## config.mk

```make
export PLATFORM = sky130hd
export DESIGN_NAME = router_pkt_fifo
export DESIGN_NICKNAME = d
export VERILOG_FILES = /design/src/rtl/router_pkt_fifo_pkg.sv /design/src/rtl/router_pkt_fifo_mem.sv /design/src/rtl/router_pkt_fifo.sv
export SDC_FILE = /design/constraint.sdc
export NUM_CORES = 1
export LEC_CHECK = 0
export CORE_MARGIN = 5
export CORE_UTILIZATION = 25
export DETAILED_ROUTE_END_ITERATION = 12
export PLACE_DENSITY = 0.42
export SLEW_MARGIN = 20
export SYNTH_ARGS = -nofsm -noshare
export SYNTH_HDL_FRONTEND = slang
export SYNTH_HIERARCHICAL = 1
export SYNTH_SLANG_ARGS = --single-unit
```

## constraint.sdc

```tcl
create_clock -name clock -period 7.6 [get_ports clock]
set_input_delay 1.52 -clock clock [delete_from_list [all_inputs] [get_ports clock]]
set_output_delay 1.52 -clock clock [all_outputs]
set_load 0.01 [all_outputs]
```

## src/rtl/router_pkt_fifo_pkg.sv

```systemverilog
// Shared defaults and header-field helper for the router output FIFOs.
// No logic; imported by the FIFO top and its storage array.
package router_pkt_fifo_pkg;

  localparam int ROUTER_DATA_WIDTH = 8;
  localparam int ROUTER_FIFO_DEPTH = 16;
  localparam int ROUTER_LEN_MSB    = 7;
  localparam int ROUTER_LEN_LSB    = 2;

  // Payload-length field of a header word, right-aligned.
  function automatic logic [31:0] hdr_len(input logic [63:0] word, input int msb, input int lsb);
    logic [63:0] mask;
    mask = (64'd1 << (msb - lsb + 1)) - 64'd1;
    return 32'((word >> lsb) & mask);
  endfunction

endpackage

```

## src/rtl/router_pkt_fifo_mem.sv

```systemverilog
// Storage array for the packet FIFO: one write port, one asynchronous read port.
// Write lands on the clock edge; read data follows rd_addr combinationally.
// No flow control here; the caller gates wr_en.
module router_pkt_fifo_mem #(
  parameter  int WIDTH = 9,
  parameter  int DEPTH = 16,
  localparam int AW    = $clog2(DEPTH)
) (
  input  logic             clock,
  input  logic             wr_en,
  input  logic [AW-1:0]    wr_addr,
  input  logic [WIDTH-1:0] wr_dat,
  input  logic [AW-1:0]    rd_addr,
  output logic [WIDTH-1:0] rd_dat
);

  logic [WIDTH-1:0] mem [DEPTH];

  always_ff @(posedge clock) begin
    if (wr_en) mem[wr_addr] <= wr_dat;
  end

  assign rd_dat = mem[rd_addr];

endmodule

```

## src/rtl/router_pkt_fifo.sv

```systemverilog
// Packet-aware output FIFO for one router destination channel, tagging header words.
// Read latency 1 cycle (registered data_out); written word readable the cycle after the write.
// Writes at full are dropped, reads at empty ignored; soft_reset flushes everything.
module router_pkt_fifo
  import router_pkt_fifo_pkg::*;
#(
  parameter int DATA_WIDTH = ROUTER_DATA_WIDTH,
  parameter int DEPTH      = ROUTER_FIFO_DEPTH,
  parameter int LEN_MSB    = ROUTER_LEN_MSB,
  parameter int LEN_LSB    = ROUTER_LEN_LSB,
  parameter int AF_THRESH  = DEPTH - 2,
  localparam int ADDR_W    = $clog2(DEPTH)
) (
  input  logic                  clock,
  input  logic                  reset,
  input  logic                  soft_reset,
  input  logic                  write_enb,
  input  logic                  read_enb,
  input  logic                  lfd_state,
  input  logic [DATA_WIDTH-1:0] data_in,
  output logic [DATA_WIDTH-1:0] data_out,
  output logic                  data_valid,
  output logic                  empty,
  output logic                  full,
  output logic                  almost_full,
  output logic [ADDR_W:0]       fill_level,
  output logic [ADDR_W:0]       pkts_stored,
  output logic                  pkt_done
);

  localparam int REM_W = LEN_MSB - LEN_LSB + 2;
  localparam logic [ADDR_W:0]  CNT_ONE  = (ADDR_W+1)'(1);
  localparam logic [ADDR_W:0]  CNT_ZERO = '0;
  localparam logic [ADDR_W:0]  AF_LVL   = (ADDR_W+1)'(AF_THRESH);
  localparam logic [REM_W-1:0] REM_ONE  = REM_W'(1);

  logic [ADDR_W:0]     wptr, rptr;
  logic                lfd_d;
  logic [REM_W-1:0]    remain;
  logic [DATA_WIDTH:0] rd_word;
  logic                wr_acc, rd_acc, rd_tag, wr_tag;

  assign empty  = (wptr == rptr);
  assign full   = (wptr[ADDR_W] != rptr[ADDR_W]) &&
                  (wptr[ADDR_W-1:0] == rptr[ADDR_W-1:0]);
  assign wr_acc = write_enb && !full  && !soft_reset;
  assign rd_acc = read_enb  && !empty && !soft_reset;
  assign rd_tag = rd_word[DATA_WIDTH];
  assign wr_tag = wr_acc && lfd_d;

  assign almost_full = (fill_level >= AF_LVL);

  router_pkt_fifo_mem #(
    .WIDTH (DATA_WIDTH + 1),
    .DEPTH (DEPTH)
  ) u_mem (
    .clock   (clock),
    .wr_en   (wr_acc),
    .wr_addr (wptr[ADDR_W-1:0]),
    .wr_dat  ({lfd_d, data_in}),
    .rd_addr (rptr[ADDR_W-1:0]),
    .rd_dat  (rd_word)
  );

  always_ff @(posedge clock or posedge reset) begin
    if (reset) begin
      wptr        <= '0;
      rptr        <= '0;
      lfd_d       <= 1'b0;
      fill_level  <= '0;
      pkts_stored <= '0;
      remain      <= '0;
      data_out    <= '0;
      data_valid  <= 1'b0;
      pkt_done    <= 1'b0;
    end else if (soft_reset) begin
      wptr        <= '0;
      rptr        <= '0;
      lfd_d       <= 1'b0;
      fill_level  <= '0;
      pkts_stored <= '0;
      remain      <= '0;
      data_out    <= '0;
      data_valid  <= 1'b0;
      pkt_done    <= 1'b0;
    end else begin
      lfd_d       <= lfd_state;
      if (wr_acc) wptr <= wptr + CNT_ONE;
      if (rd_acc) rptr <= rptr + CNT_ONE;
      fill_level  <= fill_level  + (wr_acc ? CNT_ONE : CNT_ZERO)
                                 - (rd_acc ? CNT_ONE : CNT_ZERO);
      pkts_stored <= pkts_stored + (wr_tag ? CNT_ONE : CNT_ZERO)
                                 - ((rd_acc && rd_tag) ? CNT_ONE : CNT_ZERO);
      data_valid  <= rd_acc;
      pkt_done    <= rd_acc && !rd_tag && (remain == REM_ONE);

      // Idle output returns to zero only between packets.
      if (rd_acc)
        data_out <= rd_word[DATA_WIDTH-1:0];
      else if (remain == '0)
        data_out <= '0;

      // A new header restarts the count even if the old packet was cut short.
      if (rd_acc && rd_tag)
        remain <= REM_W'(hdr_len(64'(rd_word[DATA_WIDTH-1:0]), LEN_MSB, LEN_LSB)) + REM_ONE;
      else if (rd_acc && remain != '0)
        remain <= remain - REM_ONE;
    end
  end

endmodule

```

==> metrics.yaml <==
run_status:
  status: "finished clean"
worst_setup_path:
  crit_required_ns: 6.08
  r2r_cells: 15
  worstPathArrival_ns: 2.61
  worstPathMaxFanout: 40
  r2r_slack_ns: 3.60
  start_kind: "flop"
  path_class: "flop to output pin"
  end_kind: "output pin"
  r2r-end: "pkts_stored[4]"
  reg2reg_from: "rptr[0]"
yosys:
  synth_top_family_by_area: "multiplexers"
  synthMuxAreaShare_pct: 11.6
  synth_compound_area_share_pct: 6.01
  ys.flop_type: "edfxtp_1"
  synth_xor_area_share_pct: 3.13
  syn_inst: 465
  ys_warn_count: 6
  synth_edf_count: 144
  seq_area_frac_synth_pct: 67.2
  synthAdderAreaFrac_pct: 3.54
  ys_ff_latch: 182
  syn-cell-area_sq_um: 7850
  syn_area_per_cell_sq_um: 16.9
  yosys.area_share.simple_pct: 5.92
  netlist-cell-type-count: 51
  async_flop_share_pct: 20.9
  syn_nets: 500
sta:
  setup_tns_ns: 0
  hold_viol: 0
  final_max_slew_viol_count: 0
  slew_headroom_pct: 22.6
  finClkSkew_ns: 0.0180
  max_freq_ghz: 0.242
  setup_viol: 0
  fin_crit_sh_pct: 54.3
  fin_crit_ns: 4.13
  worst_pin_slew_ns: 1.16
  rsz0062_at_grt: "false"
clocking:
  numCtsBuffers: 17
  cts_tree: "built"
  root_buffer: "clkbuf_16"
  clk_pin_slew_worst_paths_ns: 0.08
  postCtsSetupRepairBufs: 0
  post_cts_resized: 0
  insertion_delay_ns: 0.44
  htreeDepth: 4
  cts_hold_buf: 0
  max-clock-path-buffers: 2
  clkSinkCount: 182
pwr:
  power_density_nw_per_um2: 280
  power.leakage_nw: 3.15
  power.total_mw: 2.59
  ir_drop_mv: 0.144
layout:
  layout_commonest_cell: "edfxtp_1"
  final_layout_size_suffix_gt1_share_pct: 13.6
  n_antenna_cell: 0
  final_nets: 546
  utilization_pct: 29.9
  synthToLayoutAreaGrowth_pct: 17.5
  fill_cells: 3000
  final_cell_mix: "edfxtp_1 (144), nor2_1 (37), dfrtp_1 (37)"
worst_hold_path:
  whs_path_depth: 1
  hold_class: "flop to flop"
  hp-start: "data_out[0]"
  min_to: "data_out[0]"
floorplanning:
  start_util_pct: 25.5
  io_pins: 37
  dieArea_sq_um: 35000
  core_area_sq_um: 30800
  rows: 64
  die_y_microns: 187
  fp.dieW_microns: 187
grt:
  grt_pass1_wl_microns: 27700
  grt_usage_pct: 10.4
  overflow: 0
  grt_start_max_net_pins: 41
  antenna_found_initial: 0
  grt_pass1_vias: 4394
detailed_routing:
  via_per_inst: 4.59
  initialDrtViolationCount: 303
  drc: 0
  antenna_left: 0
  via_count: 4220
  post_drt_wl_per_cell_microns: 19.4
  wl_microns: 17800
  dr.pass1.iters: 4
placement:
  place_hpwl_microns: 11700
  place.gp.congestion: 0.743
  port_buffers: 36
job:
  cap_viol_max_count: 0
how the worst max path moves through the flow:
| stage | from | end | slack, ns | depth (start not counted) |
|---|---|---|---|---|
| after detailed placement | write_enb | fill_level[4] | 3.10 | 12 |
| final | rptr[1] | full | 3.47 | 5 |
| after global placement | write_enb | fill_level[4] | 3.11 | 12 |
| after global routing | rptr[1] | empty | 3.28 | 5 |
| after CTS | rptr[0] | empty | 3.39 | 4 |
| after floorplan | soft_reset | fill_level[4] | 3.81 | 12 |
cell type report:
| type | count | area [sq um] | area share (%) |
|---|---|---|---|
| well taps | 396 | 495 | 5.37 |
| multi-input cells | 246 | 2380 | 25.8 |
| clock buffers | 17 | 425 | 4.61 |
| inverters | 21 | 78.8 | 0.855 |
| repair buffers | 43 | 413 | 4.48 |
| clock inverters | 14 | 151 | 1.64 |
| flip-flops and latches | 182 | 5280 | 57.2 |
metal layers:
| layer | global-route usage (%) | part of all wire (%) |
|---|---|---|
| met4 | 2.33 | 0.63 |
| met1 | 14.3 | 45 |
| met3 | 2.24 | 5.4 |
| met2 | 16.9 | 49 |
| met5 | 0 | 0 |
sequential cells by signal, indices dropped and copies added, names as in the netlist:
| name | flops |
|---|---|
| u_mem/mem | 144 |
| data_out | 8 |
| remain | 7 |
| fill_level | 5 |
| pkts_stored | 5 |
| rptr | 5 |
| wptr | 5 |
| data_valid | 1 |
| lfd_d | 1 |
| pkt_done | 1 |
synthesized netlist by cell type (2+ instances only):
cell       instances  area share (%)
buf_6              3            0.43
buf_2              2            0.13
o211ai_1           2            0.19
dfrtp_1           38              12
xor2_1            13             1.5
nand3b_1           4            0.38
fa_1               2            0.51
a21o_1             4            0.38
nor3_1             6            0.38
a22o_1             9             1.0
a21oi_1           11            0.70
nand4_1            6            0.48
mux4_1            15             5.0
edfxtp_1         144              55
a22oi_1           19             1.8
a211o_1            2            0.22
nand3_1            4            0.26
mux2i_1            4            0.51
nand2b_1           2            0.16
ha_1              19             3.0
nor2_1            40             1.9
xnor2_1           15             1.7
o21ai_0            4            0.26
nor2b_1            6            0.48
mux4_2            21             6.0
a2bb2oi_1          2            0.22
and3_1             3            0.24
nand2_1           16            0.77
inv_1             21             1.0
clkbuf_1           5            0.24
o31ai_1            3            0.29
kinds of logic after synthesis:
kind of cell	Yosys count
simple gates	94
buf+inv	37
compound gates	63
mux	40
fa+ha+maj	21
xor+xnor	28
flops	182
worst max-delay path, cell delays in order, from the launching register on:
cell	delay, ns
dfrtp_1	0.33
buf_4	0.49
xnor2_1	0.21
nand4_1	0.34
nor2_1	0.24
clkdlybuf4s50_1	0.57
where the power goes:
part           internal, mW  switching (mW)  total (mW)
Sequential             1.11          0.0562        1.17
Clock                 0.440           0.422       0.862
Combinational         0.269           0.283       0.552
Total                  1.82           0.761        2.59
through the flow:
stage | hold slack [ns] | worst slack [ns] | std cells | instance area, sq um
floorplan | 0.514 | 3.81 | 465 | 7850
global placement | 0.491 | 3.11 | 888 | 8630
detailed placement | 0.487 | 3.10 | 888 | 8630
CTS | 0.505 | 3.39 | 919 | 9210
global route | 0.519 | 3.28 | 919 | 9220
finish | 0.507 | 3.47 | 919 | 9220
(Power assumes the default switching activity.)
